## src/rtl/caxi4interconnect_arb_pkg.sv

```systemverilog
// Shared types and helpers for the request round-robin arbiter.
package caxi4interconnect_arb_pkg;

    // Arbiter FSM states.
    typedef enum logic {
        IDLE    = 1'b0,
        GRANTED = 1'b1
    } arb_state_e;

    // Ceiling log2, used for sizing counters at elaboration time.
    function automatic int clog2(input int value);
        int w;
        w = 0;
        while ((1 << w) < value) begin
            w++;
        end
        return w;
    endfunction

endpackage

```

## src/rtl/caxi4interconnect_rr_pick.sv

```systemverilog
// Combinational rotate-priority search: the first set request at or above
// rr_ptr wins, wrapping from NUM_SLAVES-1 back to 0.
module caxi4interconnect_rr_pick #(
    parameter int NUM_SLAVES       = 8,
    parameter int NUM_SLAVES_WIDTH = 3
) (
    input  logic [NUM_SLAVES-1:0]       req_qual,
    input  logic [NUM_SLAVES_WIDTH-1:0] rr_ptr,
    output logic [NUM_SLAVES-1:0]       winner,
    output logic [NUM_SLAVES_WIDTH-1:0] winner_idx,
    output logic                        any_req
);

    // Walk the requests starting at rr_ptr; only the first hit is taken.
    always_comb begin
        winner     = '0;
        winner_idx = '0;
        any_req    = 1'b0;
        for (int i = 0; i < NUM_SLAVES; i++) begin
            int                        idx;
            logic [NUM_SLAVES_WIDTH-1:0] idx_w;
            idx = int'(rr_ptr) + i;
            if (idx >= NUM_SLAVES) begin
                idx = idx - NUM_SLAVES;
            end
            idx_w = NUM_SLAVES_WIDTH'(idx);
            if (!any_req && req_qual[idx_w]) begin
                any_req       = 1'b1;
                winner[idx_w] = 1'b1;
                winner_idx    = idx_w;
            end
        end
    end

endmodule

```

## src/rtl/caxi4interconnect_req_rr_arbiter.sv

```systemverilog
// Round-robin request arbiter with registered one-hot and encoded grant.
// A grant is held until XFER_DONE; one idle cycle always separates grants.
// Optional watchdog release enabled by CAXI4INTERCONNECT_ARB_TIMEOUT_EN.
//
//   state   | meaning
//   IDLE    | no grant held, arbitrating REQ_QUAL every cycle
//   GRANTED | grant frozen until XFER_DONE (or watchdog expiry)
module caxi4interconnect_req_rr_arbiter
    import caxi4interconnect_arb_pkg::*;
#(
    parameter int NUM_SLAVES       = 8,
    parameter int NUM_SLAVES_WIDTH = 3,
    parameter int TIMEOUT_CYCLES   = 1024
) (
    input  logic                        ACLK,
    input  logic                        ARESET,
    input  logic [NUM_SLAVES-1:0]       REQ_QUAL,
    input  logic                        XFER_DONE,
    output logic [NUM_SLAVES-1:0]       GRANT,
    output logic [NUM_SLAVES_WIDTH-1:0] GRANT_ENC,
    output logic                        GRANT_VALID,
    output logic                        TIMEOUT_ERR
);

    arb_state_e                  state_q, state_d;
    logic [NUM_SLAVES-1:0]       grant_q, grant_d;
    logic [NUM_SLAVES_WIDTH-1:0] grant_enc_q, grant_enc_d;
    logic [NUM_SLAVES_WIDTH-1:0] rr_ptr_q, rr_ptr_d;
    logic [NUM_SLAVES-1:0]       pick_winner;
    logic [NUM_SLAVES_WIDTH-1:0] pick_idx;
    logic                        pick_any;
    logic                        wd_fire;

    caxi4interconnect_rr_pick #(
        .NUM_SLAVES       (NUM_SLAVES),
        .NUM_SLAVES_WIDTH (NUM_SLAVES_WIDTH)
    ) u_pick (
        .req_qual   (REQ_QUAL),
        .rr_ptr     (rr_ptr_q),
        .winner     (pick_winner),
        .winner_idx (pick_idx),
        .any_req    (pick_any)
    );

`ifdef CAXI4INTERCONNECT_ARB_TIMEOUT_EN
    localparam int CNT_W = (clog2(TIMEOUT_CYCLES) < 1) ? 1 : clog2(TIMEOUT_CYCLES);

    logic [CNT_W-1:0] wd_cnt_q;
    logic             timeout_err_q;

    // XFER_DONE wins over an expiring watchdog in the same cycle.
    assign wd_fire = (state_q == GRANTED) && !XFER_DONE &&
                     (wd_cnt_q == CNT_W'(TIMEOUT_CYCLES - 1));

    // Watchdog counts GRANTED cycles; held at zero in IDLE so it is clear on entry.
    always_ff @(posedge ACLK) begin
        if (ARESET) begin
            wd_cnt_q      <= '0;
            timeout_err_q <= 1'b0;
        end else begin
            timeout_err_q <= wd_fire;
            if (state_q == IDLE) begin
                wd_cnt_q <= '0;
            end else if (!XFER_DONE) begin
                wd_cnt_q <= wd_cnt_q + 1'b1;
            end
        end
    end

    assign TIMEOUT_ERR = timeout_err_q;
`else
    assign wd_fire     = 1'b0;
    assign TIMEOUT_ERR = 1'b0;
`endif

    // Next-state: arbitrate in IDLE, hold in GRANTED until released.
    always_comb begin
        state_d     = state_q;
        grant_d     = grant_q;
        grant_enc_d = grant_enc_q;
        rr_ptr_d    = rr_ptr_q;
        case (state_q)
            IDLE: begin
                if (pick_any) begin
                    state_d     = GRANTED;
                    grant_d     = pick_winner;
                    grant_enc_d = pick_idx;
                end
            end
            GRANTED: begin
                if (XFER_DONE || wd_fire) begin
                    state_d     = IDLE;
                    grant_d     = '0;
                    grant_enc_d = '0;
                    rr_ptr_d    = (grant_enc_q == NUM_SLAVES_WIDTH'(NUM_SLAVES - 1)) ?
                                  '0 : grant_enc_q + 1'b1;
                end
            end
            default: begin
                state_d = IDLE;
            end
        endcase
    end

    // State, grant and pointer registers.
    always_ff @(posedge ACLK) begin
        if (ARESET) begin
            state_q     <= IDLE;
            grant_q     <= '0;
            grant_enc_q <= '0;
            rr_ptr_q    <= '0;
        end else begin
            state_q     <= state_d;
            grant_q     <= grant_d;
            grant_enc_q <= grant_enc_d;
            rr_ptr_q    <= rr_ptr_d;
        end
    end

    assign GRANT       = grant_q;
    assign GRANT_ENC   = grant_enc_q;
    assign GRANT_VALID = (state_q == GRANTED);

endmodule

```

## config.mk

```make
export PLATFORM = sky130hd
export DESIGN_NAME = caxi4interconnect_req_rr_arbiter
export DESIGN_NICKNAME = d
export VERILOG_FILES = /design/src/rtl/caxi4interconnect_arb_pkg.sv /design/src/rtl/caxi4interconnect_rr_pick.sv /design/src/rtl/caxi4interconnect_req_rr_arbiter.sv
export SDC_FILE = /design/constraint.sdc
export NUM_CORES = 1
export LEC_CHECK = 0
export ABC_AREA = 1
export CORE_ASPECT_RATIO = 1.2
export CORE_MARGIN = 4
export CORE_UTILIZATION = 30
export CTS_CLUSTER_SIZE = 30
export DETAILED_ROUTE_END_ITERATION = 8
export DONT_BUFFER_PORTS = 1
export GPL_TIMING_DRIVEN = 0
export PLACE_DENSITY = 0.48
export SYNTH_ARGS = -nofsm -noshare
export SYNTH_HDL_FRONTEND = slang
export SYNTH_SLANG_ARGS = --single-unit
```

## constraint.sdc

```tcl
create_clock -name ACLK -period 3.3 [get_ports ACLK]
set_input_delay 0.33 -clock ACLK [delete_from_list [all_inputs] [get_ports ACLK]]
set_output_delay 0.33 -clock ACLK [all_outputs]
set_load 0.01 [all_outputs]
```

==> impl_metrics.csv <==
group,metric,value,unit
run_status,status,"complete, no violations",
synth,yosysMostFrequentCell,"nand2_1",
timing,hold_viol,0,
grt,gr-usage-all-layers,0.159,
cts,root_buffer,"clkbuf_8",
synth,synthTopCellsByCount,"nand2_1 (95), nand3_1 (80), nor2_1 (48)",
cts,ctsHoldBuffers,0,
finish,stdcell_area,0.00212,mm²
synth,syn_area_per_cell,5.40,µm²
synth,async_reset_ff_frac,0,
timing,worst_slew_pin_slew,0.517,ns
finish,n_antenna_cell,0,
floorplanning,pin_count,24,
synth,synth_seq_cells,15,
flow_run,cap_violations,0,
floorplanning,fp.dieArea,0.00794,mm²
worst_setup_path,cp-start-kind,"flip-flop",
finish,drive_gt1_frac,0.0924,
timing,setup_viol,0,
synth,synth_edf_count,0,
timing,rsz0062_at_grt,"false",
grt,antenna_found_initial,0,
grt,grt_max_degree,11,
drt,wire_per_inst,13.8,µm
placement,post_dp_cell_area,0.00208,mm²
worst_setup_path,critical_path_class,"reg2reg",
cts,cts-htree-levels,1,
synth,synthCells,365,
drt,wl,6230,µm
cts,cts_resized,0,
worst_setup_path,cp-end-kind,"flip-flop",
cts,clockBufferDepth,2,
worst_setup_path,worst_r2r_endpoint,"GRANT[2]$_SDFFE_PP0P_",
worst_hold_path,holdCritStartpoint,"ARESET",
drt,drc,0,
cts,clkSlewWorstSetupHoldPaths,0.06,ns
placement,post-dp-hpwl,5050,µm
synth,yosysTopAreaCellShare,0.203,
timing,fmax,338,MHz
worst_hold_path,hold-path-endpoint,"GRANT[7]$_SDFFE_PP0P_",
grt,grt_pass1_vias,2149,
synth,synth_area,0.00197,mm²
drt,routed_via_density,5.02,
grt,grt_pass1_wl,10300,µm
cts,cts_tree,"done",
floorplanning,fp.dieW,82.0,µm
floorplanning,row_count,32,
worst_setup_path,rrSetupSlack,0.34,ns
timing,slew_headroom,0.655,
finish,fin_nets,388,
worst_setup_path,critPathRequiredTime,3.47,ns
drt,vias,2275,
drt,drtIter0Drc,197,
cts,cts_setup_buffers,0,
synth,synthFlopType,"dfxtp_1",
worst_setup_path,path_max_fanout,10,
placement,io_buffers,0,
timing,final.setup.tns,0,ns
worst_hold_path,hold_class,"in2reg",
synth,syn-num-nets,384,
synth,yosysTopAreaCell,"nand3_1",
floorplanning,core-area,0.00641,mm²
timing,min_period,2.96,ns
floorplanning,initial_core_util,0.308,
synth,seq_area_frac_synth,0.152,
cts,cts_sinks,15,
timing,slew_violations,0,
worst_setup_path,ff2ff_path_depth,16,
timing,skew,0.00200,ns
pwr,leakagePower,1.02,nW
timing,fin_crit_sh,0.896,
worst_setup_path,crit_arrival,3.13,ns
grt,grt_overflow,0,
worst_setup_path,timing.rr.start,"rr_ptr_q[1]$_SDFFE_PP0P_",
placement,place_congestion,0.889,
drt,drtAntennaViolNets,0,
cts,numCtsBuffers,3,
finish,area_delta_synth_final,7.49,%
synth,yosys.cell_types.count,28,
cts,clk_latency,0.25,ns
worst_hold_path,whs_path_depth,1,
floorplanning,dieHeight,96.8,µm
synth,yosysWarnings,0,
synth,yosys-top-cells-area,"nand3_1 (20%), nand2_1 (18%), dfxtp_1 (15%)",
pwr,power_density,370,mW/mm²
pwr,ir_drop,0.215,mV
drt,drtPass1Iterations,4,
## placed cells by master (no fill, tap or decap), types with 2 or more instances in the layout
master,n
nand2_1,95
nand3_1,80
nor2_1,48
inv_1,32
nor3_1,17
dfxtp_1,15
a21oi_1,15
nand4_1,10
buf_2,9
ha_1,8
inv_2,4
o21ai_0,4
buf_6,3
clkbuf_1,3
nand2_2,3
nand3_2,3
clkinv_1,3
clkbuf_8,3
nor2_4,2
nor2_2,2
## state kept, by name, summed over array words and instances (netlist names)
name	cells
GRANT_ENC	3
GRANT	8
GRANT_VALID	1
rr_ptr_q	3
## how the worst max path moves through the flow
stage | depth (start not counted) | startpoint | slack [ns] | end
after CTS | 17 | rr_ptr_q[0]$_SDFFE_PP0P_ | 0.16 | GRANT[5]$_SDFFE_PP0P_
final | 16 | rr_ptr_q[1]$_SDFFE_PP0P_ | 0.34 | GRANT[2]$_SDFFE_PP0P_
after global routing | 16 | rr_ptr_q[1]$_SDFFE_PP0P_ | 0.05 | GRANT[5]$_SDFFE_PP0P_
after global placement | 17 | rr_ptr_q[0]$_SDFFE_PP0P_ | 0.18 | GRANT[5]$_SDFFE_PP0P_
after floorplan | 17 | rr_ptr_q[0]$_SDFFE_PP0P_ | 0.73 | GRANT_ENC[1]$_SDFFE_PP0P_
after detailed placement | 17 | rr_ptr_q[0]$_SDFFE_PP0P_ | 0.17 | GRANT[5]$_SDFFE_PP0P_
## logic make-up after synthesis
kind of cell,share of synthesized area
and+or+nand+nor,0.610
buffers and inverters,0.126
AOI/OAI and AO/OA,0.0590
DFF,0.152
adders and majority gates,0.0508
other,0.00190
## layer usage
| metal | GRT usage | routed length [µm] |
|---|---|---|
| met4 | 0.0550 | 172 |
| met5 | 0 | 0 |
| met2 | 0.266 | 2940 |
| met1 | 0.208 | 2880 |
| met3 | 0.0158 | 233 |
## area by class of cell
| class | instances | area [µm²] |
|---|---|---|
| inverters | 39 | 146 |
| clock buffers | 4 | 45.0 |
| fillers | 763 | 4290 |
| flip-flops and latches | 15 | 300 |
| plain buffers | 16 | 97.6 |
| multi-input cells | 294 | 1420 |
| well taps | 85 | 106 |
## power by group
part	internal (W)	leakage, nW	switching, W
Clock	0.0000855	0.0228	0.0000616
Sequential	0.000197	0.123	0.0000225
Combinational	0.000120	0.876	0.000297
## critical path, stage by stage (launching register included)
cell,delay (ns)
dfxtp_1,0.38
buf_2,0.23
inv_1,0.19
ha_1,0.40
inv_1,0.20
nand3_1,0.12
nand3_1,0.18
nand2_4,0.13
nor2_4,0.14
nand2_1,0.09
nor2_2,0.33
nand2_1,0.11
nand3_1,0.10
nor2_1,0.04
nand3_1,0.08
nand2_1,0.06
a21oi_1,0.12
## per-stage QoR
stage	hold WS (ns)	setup WS (ns)	total power [W]	utilization	std cells
2_1_floorplan	0.399	0.732	0.000539	-	365
3_3_place_gp	0.402	0.182	0.000640	0.324	450
3_5_place_dp	0.401	0.175	0.000639	0.324	450
4_1_cts	0.143	0.161	0.000787	0.331	454
5_1_grt	0.143	0.0496	0.000854	0.331	453
6_report	0.146	0.342	0.000784	0.331	453
No activity file was read; power rests on OpenSTA's default activity.
